File: src/rtl/hsv_sweep_sequencer.sv
// hsv_sweep_sequencer
//   Walks hue around the colour wheel at a fixed rate and presents the
//   matching full-saturation, full-value R/G/B duty triplet to the PWM core.
//
//   Handshake: out_valid/out_ready. A triplet transfers on any cycle where
//   out_valid && out_ready are both high at the clock edge. While out_valid is
//   high and out_ready is low, duty_*/sector are held unchanged. out_valid is
//   only dropped after a transfer with nothing new to send.
//
//   Optional build macro HSV_GAMMA_EN: when defined, each duty is shaped by
//   d' = (d*(d+1)) >> PWM_BITS ahead of the output register. Latency is the
//   same in both builds.
module hsv_sweep_sequencer #(
  parameter int PWM_BITS    = 8,
  parameter int STEP_CYCLES = 65104
) (
  input  logic                clk,
  input  logic                rst_n,
  input  logic                run,
  input  logic                restart,
  input  logic                out_ready,
  output logic                out_valid,
  output logic [PWM_BITS-1:0] duty_r,
  output logic [PWM_BITS-1:0] duty_g,
  output logic [PWM_BITS-1:0] duty_b,
  output logic [2:0]          sector,
  output logic                wrap
);

  // Hue spans six sectors of 2^PWM_BITS steps each, so three extra bits.
  localparam int                 HUE_W    = PWM_BITS + 3;
  localparam logic [HUE_W-1:0]   HUE_MAX  = HUE_W'(6 * (2 ** PWM_BITS) - 1);
  localparam int                 DIV_W    = $clog2(STEP_CYCLES);
  localparam logic [DIV_W-1:0]   DIV_LAST = DIV_W'(STEP_CYCLES - 1);
  localparam logic [PWM_BITS-1:0] DMAX    = '1;

  typedef enum logic [1:0] {
    ST_IDLE  = 2'd0,
    ST_RUN   = 2'd1,
    ST_PAUSE = 2'd2
  } state_t;

  state_t              state;
  logic [HUE_W-1:0]    hue;
  logic [DIV_W-1:0]    div;
  logic                pending;

  logic                counting;
  logic                step_tick;
  logic                start;
  logic                pending_set;
  logic                slot_free;
  logic                load;

  logic [2:0]          hue_sec;
  logic [PWM_BITS-1:0] hue_f;
  logic [PWM_BITS-1:0] hue_nf;
  logic [PWM_BITS-1:0] lin_r;
  logic [PWM_BITS-1:0] lin_g;
  logic [PWM_BITS-1:0] lin_b;
  logic [PWM_BITS-1:0] nxt_r;
  logic [PWM_BITS-1:0] nxt_g;
  logic [PWM_BITS-1:0] nxt_b;

`ifdef HSV_GAMMA_EN
  // Squaring-style curve; endpoints 0 and DMAX map onto themselves.
  function automatic logic [PWM_BITS-1:0] gamma_fn(input logic [PWM_BITS-1:0] d);
    logic [2*PWM_BITS-1:0] p;
    p = (2*PWM_BITS)'(d) * ((2*PWM_BITS)'(d) + (2*PWM_BITS)'(1));
    return p[2*PWM_BITS-1:PWM_BITS];
  endfunction
`endif

  // Step/handshake qualifiers shared by the control and output registers.
  always_comb begin
    counting    = (state == ST_RUN) && run;
    step_tick   = counting && (div == DIV_LAST);
    start       = (state == ST_IDLE) && run;
    pending_set = start || step_tick || restart;
    slot_free   = !out_valid || out_ready;
    load        = pending && slot_free;
  end

  // Hue to linear duty triplet: rising/falling ramp per 60-degree sector.
  always_comb begin
    hue_sec = hue[HUE_W-1:PWM_BITS];
    hue_f   = hue[PWM_BITS-1:0];
    hue_nf  = DMAX - hue_f;
    lin_r   = '0;
    lin_g   = '0;
    lin_b   = '0;
    case (hue_sec)
      3'd0:    begin lin_r = DMAX;   lin_g = hue_f;  lin_b = '0;     end
      3'd1:    begin lin_r = hue_nf; lin_g = DMAX;   lin_b = '0;     end
      3'd2:    begin lin_r = '0;     lin_g = DMAX;   lin_b = hue_f;  end
      3'd3:    begin lin_r = '0;     lin_g = hue_nf; lin_b = DMAX;   end
      3'd4:    begin lin_r = hue_f;  lin_g = '0;     lin_b = DMAX;   end
      3'd5:    begin lin_r = DMAX;   lin_g = '0;     lin_b = hue_nf; end
      default: begin lin_r = '0;     lin_g = '0;     lin_b = '0;     end
    endcase
  end

  // Optional perceptual shaping ahead of the output register.
  always_comb begin
`ifdef HSV_GAMMA_EN
    nxt_r = gamma_fn(lin_r);
    nxt_g = gamma_fn(lin_g);
    nxt_b = gamma_fn(lin_b);
`else
    nxt_r = lin_r;
    nxt_g = lin_g;
    nxt_b = lin_b;
`endif
  end

  // Control FSM: run/pause state, step divider, hue, pending flag, wrap pulse.
  always_ff @(posedge clk or negedge rst_n) begin
    if (!rst_n) begin
      state   <= ST_IDLE;
      hue     <= '0;
      div     <= '0;
      pending <= 1'b0;
      wrap    <= 1'b0;
    end else begin
      wrap <= 1'b0;

      case (state)
        ST_IDLE:  if (run)  state <= ST_RUN;
        ST_RUN:   if (!run) state <= ST_PAUSE;
        ST_PAUSE: if (run)  state <= ST_RUN;
        default:            state <= ST_IDLE;
      endcase

      // A fresh hue always wins over clearing; a same-cycle load took the old one.
      if (pending_set) begin
        pending <= 1'b1;
      end else if (load) begin
        pending <= 1'b0;
      end

      // restart overrides a coincident step and never raises wrap.
      if (restart) begin
        hue <= '0;
        div <= '0;
      end else if (counting) begin
        if (div == DIV_LAST) begin
          div <= '0;
          if (hue == HUE_MAX) begin
            hue  <= '0;
            wrap <= 1'b1;
          end else begin
            hue <= hue + 1'b1;
          end
        end else begin
          div <= div + 1'b1;
        end
      end
    end
  end

  // Output slot: load the latest hue when free, otherwise hold or retire.
  always_ff @(posedge clk or negedge rst_n) begin
    if (!rst_n) begin
      out_valid <= 1'b0;
      duty_r    <= '0;
      duty_g    <= '0;
      duty_b    <= '0;
      sector    <= '0;
    end else if (load) begin
      out_valid <= 1'b1;
      duty_r    <= nxt_r;
      duty_g    <= nxt_g;
      duty_b    <= nxt_b;
      sector    <= hue_sec;
    end else if (out_valid && out_ready) begin
      out_valid <= 1'b0;
    end
  end

endmodule

File: config.mk
export PLATFORM = sky130hd
export DESIGN_NAME = hsv_sweep_sequencer
export DESIGN_NICKNAME = d
export VERILOG_FILES = /design/src/rtl/hsv_sweep_sequencer.sv
export SDC_FILE = /design/constraint.sdc
export NUM_CORES = 1
export LEC_CHECK = 0
export BUFFER_PORTS_ARGS = -buffer_cell sky130_fd_sc_hd__buf_2
export CAP_MARGIN = 20
export CORE_MARGIN = 5
export CORE_UTILIZATION = 55
export CTS_CLUSTER_SIZE = 12
export DETAILED_ROUTE_END_ITERATION = 16
export PLACE_DENSITY = 0.76
export SLEW_MARGIN = 20
export SYNTH_ARGS = -nofsm -noshare
export SYNTH_HDL_FRONTEND = slang
export SYNTH_SLANG_ARGS = --single-unit
File: constraint.sdc
create_clock -name clk -period 2.35 [get_ports clk]
set_input_delay 0.3525 -clock clk [delete_from_list [all_inputs] [get_ports clk]]
set_output_delay 0.3525 -clock clk [all_outputs]
set_load 0.05 [all_outputs]
==> results.toml <==
[status]
status = "finished, final reports clean"

[floorplan]
die_width_um = 84.3
floorplan.initialDensity = 0.558
fp.dieH_um = 84.3
num_io_pins = 34
total_number_of_placement_rows = 27
core_region_area_mm2 = 0.00544
fp.dieArea_mm2 = 0.00710

[timing]
max_freq_mhz = 480
final_hold_viol_count = 0
post-route-period-util = 0.886
finalSetupViolCount = 0
finalWorstSetupSlack_ns = 0.268
final.min_clock_period_ns = 2.08
timing_worst_slew_pin_value_ns = 0.605
fin_setup_tns_ns = 0
rsz0062_at_grt = "false"
worst_clock_skew_ns = 0.0105
worst_slew_margin_rel = 0.596
slew_viol_final = 0

[placement]
detailedPlacementHpwl_um = 4580
placed_area_mm2 = 0.00327
port_buffers = 33
place_ws_ns = 0.284
gp_congestion = 0.938

[synthesis]
post-synth-top-area-cell = "sky130_fd_sc_hd__dfrtp_1"
ys.warnings.count = 0
synth_seq_cells = 59
postSynthNetCount = 334
seq_area_frac_synth = 0.487
synth_enable_flop_cells = 0
yosys_most_used_dff = "sky130_fd_sc_hd__dfrtp_1"
yosys.area.top_type_share = 0.487
yosys-top-cells-area = "sky130_fd_sc_hd__dfrtp_1 49%, sky130_fd_sc_hd__nand2_1 5.6%, sky130_fd_sc_hd__a22o_1 4.3%, sky130_fd_sc_hd__o21ai_0 4.3%, sky130_fd_sc_hd__a21oi_1 3.5%"
syn-cell-area_mm2 = 0.00303
synthDistinctLibCells = 50
post_synth.cell_area_avg_um2 = 9.28
synthesis.instances = 327
async_flop_share = 1.00

[worst_setup_path]
critical_path.reg2reg.startpoint = "hue[1]"
start_kind = "flop"
crit_type = "reg2reg"
timing.reg2reg.setup_slack_ns = 0.27
critical_path_arrival_ns = 2.29
critPathRequiredTime_ns = 2.55
worst_r2r_path_depth = 5
critical_path.endpoint = "hue[5]"
critical_path.reg2reg.endpoint = "hue[5]"
cp-end-kind = "flop"
critPathMaxFanout = 8
timing.critical_path.from = "hue[1]"

[final_layout]
synthToLayoutAreaGrowth_pct = 14.8
multiInputGateArea_mm2 = 0.00143
layout_cell_area_excl_fill_mm2 = 0.00348
register_area_mm2 = 0.00148
filler_cells = 450
postLayoutCoreUtil = 0.641
final_net_count = 364
antenna-diode-count = 0
layout-drive-gt1-share = 0.191

[grt]
grt.total_usage = 0.200
grt_pass1_vias = 2483
number_of_antenna_violations_at_the_first_check_in_global_routing = 0
grt_first_pass_wirelength_um = 11500
global_route.overflow_total = 0
grt_start_max_net_pins = 35

[power]
power_frac_clock = 0.423
netSwitchingPower_uw = 602
leakagePower_uw = 0.00149
power_switching_share = 0.263
ir_drop_uv = 469
gate_power_share = 0.109
design_power_total_uw = 2290
seq_power_share = 0.468
power.density_mw_per_mm2 = 656
cell_int_power_uw = 1680

[routing]
drt_pass_1_iters = 4
wl_per_cell_um = 15.2
detail_route.drc_violations = 0
post_route_antenna_net_violation_count = 0
postRouteWirelength_um = 6590
drt_first_iter_violations = 191
route.vias.total = 2562
viasPerCell = 5.90

[clock_tree]
htree_num_levels = 3
tritoncts.num_buffers = 9
post_cts_resize_count = 0
cts_tree = "yes"
clk_pin_slew_ns = 0.06
clk-insertion-delay-late_ns = 0.34
number_of_buffers_inserted_by_hold_repair_at_cts = 0
root_buffer = "sky130_fd_sc_hd__clkbuf_8"
post-cts-setup-buffers = 0
cts_sink_cnt = 59
cts-root-to-sink-buffers = 2

[hold_path]
hold_class = "in2async"

[job]
cap_violations = 0
[cells in the final DEF, fill, tap and decap left out, types with 4 or more instances in the layout]
cell / instances
sky130_fd_sc_hd__dfrtp_1: 59
sky130_fd_sc_hd__nand2_1: 45
sky130_fd_sc_hd__buf_2: 33
sky130_fd_sc_hd__nor2_1: 28
sky130_fd_sc_hd__o21ai_0: 26
sky130_fd_sc_hd__a21oi_1: 21
sky130_fd_sc_hd__a22o_1: 15
sky130_fd_sc_hd__clkbuf_8: 12
sky130_fd_sc_hd__or4_1: 11
sky130_fd_sc_hd__buf_4: 9
sky130_fd_sc_hd__nand2b_1: 7
sky130_fd_sc_hd__o31ai_1: 7
sky130_fd_sc_hd__inv_1: 6
sky130_fd_sc_hd__nand3_1: 6
sky130_fd_sc_hd__xor2_1: 6
sky130_fd_sc_hd__nor4_1: 5
sky130_fd_sc_hd__or3_1: 5
sky130_fd_sc_hd__and3_1: 4
sky130_fd_sc_hd__o2111ai_1: 4
sky130_fd_sc_hd__mux2_2: 4
[cell families after synthesis]
kind of cell,count (synthesis),share of synthesized area
DFF,59,0.487
muxes,5,0.0181
xor gates and xnor gates,8,0.0231
and+or+nand+nor,133,0.229
adders and majority gates,2,0.00825
buffers and inverters,30,0.0421
AOI/OAI and AO/OA,90,0.193
[power groups by stage]
| stage | Combinational [uW] | Sequential [uW] | Clock, uW |
|---|---|---|---|
| final | 250 | 1070 | 968 |
| after CTS | 253 | 1070 | 991 |
| after floorplan | 85.7 | 1180 | 0 |
| after detailed placement | 252 | 1090 | 0 |
| after global routing | 271 | 1070 | 1040 |
| after global placement | 250 | 1090 | 0 |
[per-layer routing]
layer / up-vias / track usage / routed length (um)
li1: 1257 / - / -
met1: 1220 / 0.248 / 2930
met2: 66 / 0.324 / 3170
met3: 19 / 0.0432 / 287
met4: 0 / 0.113 / 204
met5: - / 0 / 0
[layout make-up]
cell class	instances	share of cell area
clock buffer	12	0.0474
clock inverter	4	0.0136
inverter	6	0.00646
multi-input combinational	238	0.410
sequential	59	0.424
tap	72	0.0259
timing repair buffer	43	0.0725
[worst min-delay path by stage]
stage,start,end
CTS,rst_n,duty_r[0]
finish,rst_n,duty_r[3]
floorplan,rst_n,div[0]
global route,rst_n,duty_g[6]
detailed placement,rst_n,duty_r[0]
global placement,rst_n,duty_r[3]
[cell usage after synthesis, types with 3 or more instances]
library cell	count
sky130_fd_sc_hd__nand3_1	6
sky130_fd_sc_hd__and4_1	3
sky130_fd_sc_hd__a22o_1	15
sky130_fd_sc_hd__buf_2	5
sky130_fd_sc_hd__inv_1	6
sky130_fd_sc_hd__a21oi_1	21
sky130_fd_sc_hd__or4_1	11
sky130_fd_sc_hd__nand2b_1	7
sky130_fd_sc_hd__and3_1	4
sky130_fd_sc_hd__nor2b_1	3
sky130_fd_sc_hd__mux2_2	4
sky130_fd_sc_hd__nand2_1	45
sky130_fd_sc_hd__o21ai_0	26
sky130_fd_sc_hd__o31ai_1	7
sky130_fd_sc_hd__xor2_1	6
sky130_fd_sc_hd__nor2_1	28
sky130_fd_sc_hd__clkbuf_1	16
sky130_fd_sc_hd__or3_1	5
sky130_fd_sc_hd__o2111ai_1	4
sky130_fd_sc_hd__nand4_1	3
sky130_fd_sc_hd__dfrtp_1	59
sky130_fd_sc_hd__nor4_1	5
[worst max-delay path, stage by stage, from the launching register on]
cell and delay, ns:
sky130_fd_sc_hd__dfrtp_1 0.46, sky130_fd_sc_hd__ha_1 0.28, sky130_fd_sc_hd__nand4_2 0.14, sky130_fd_sc_hd__or4_1 0.57, sky130_fd_sc_hd__a2111oi_0 0.41, sky130_fd_sc_hd__a211oi_1 0.09
[through the flow]
step / hold slack, ns / cells
2_1_floorplan: 0.0569 / 327
3_3_place_gp: 0.384 / 418
3_5_place_dp: 0.395 / 418
4_1_cts: 0.0216 / 434
5_1_grt: 0.0628 / 434
6_report: 0.0152 / 434
[state kept, by name (all words and copies together), names as in the netlist]
signal,cells
pending,1
hue,11
sector,3
wrap,1
out_valid,1
duty_r,8
state,2
duty_b,8
duty_g,8
div,16
Power figures use the tool's default switching activity.
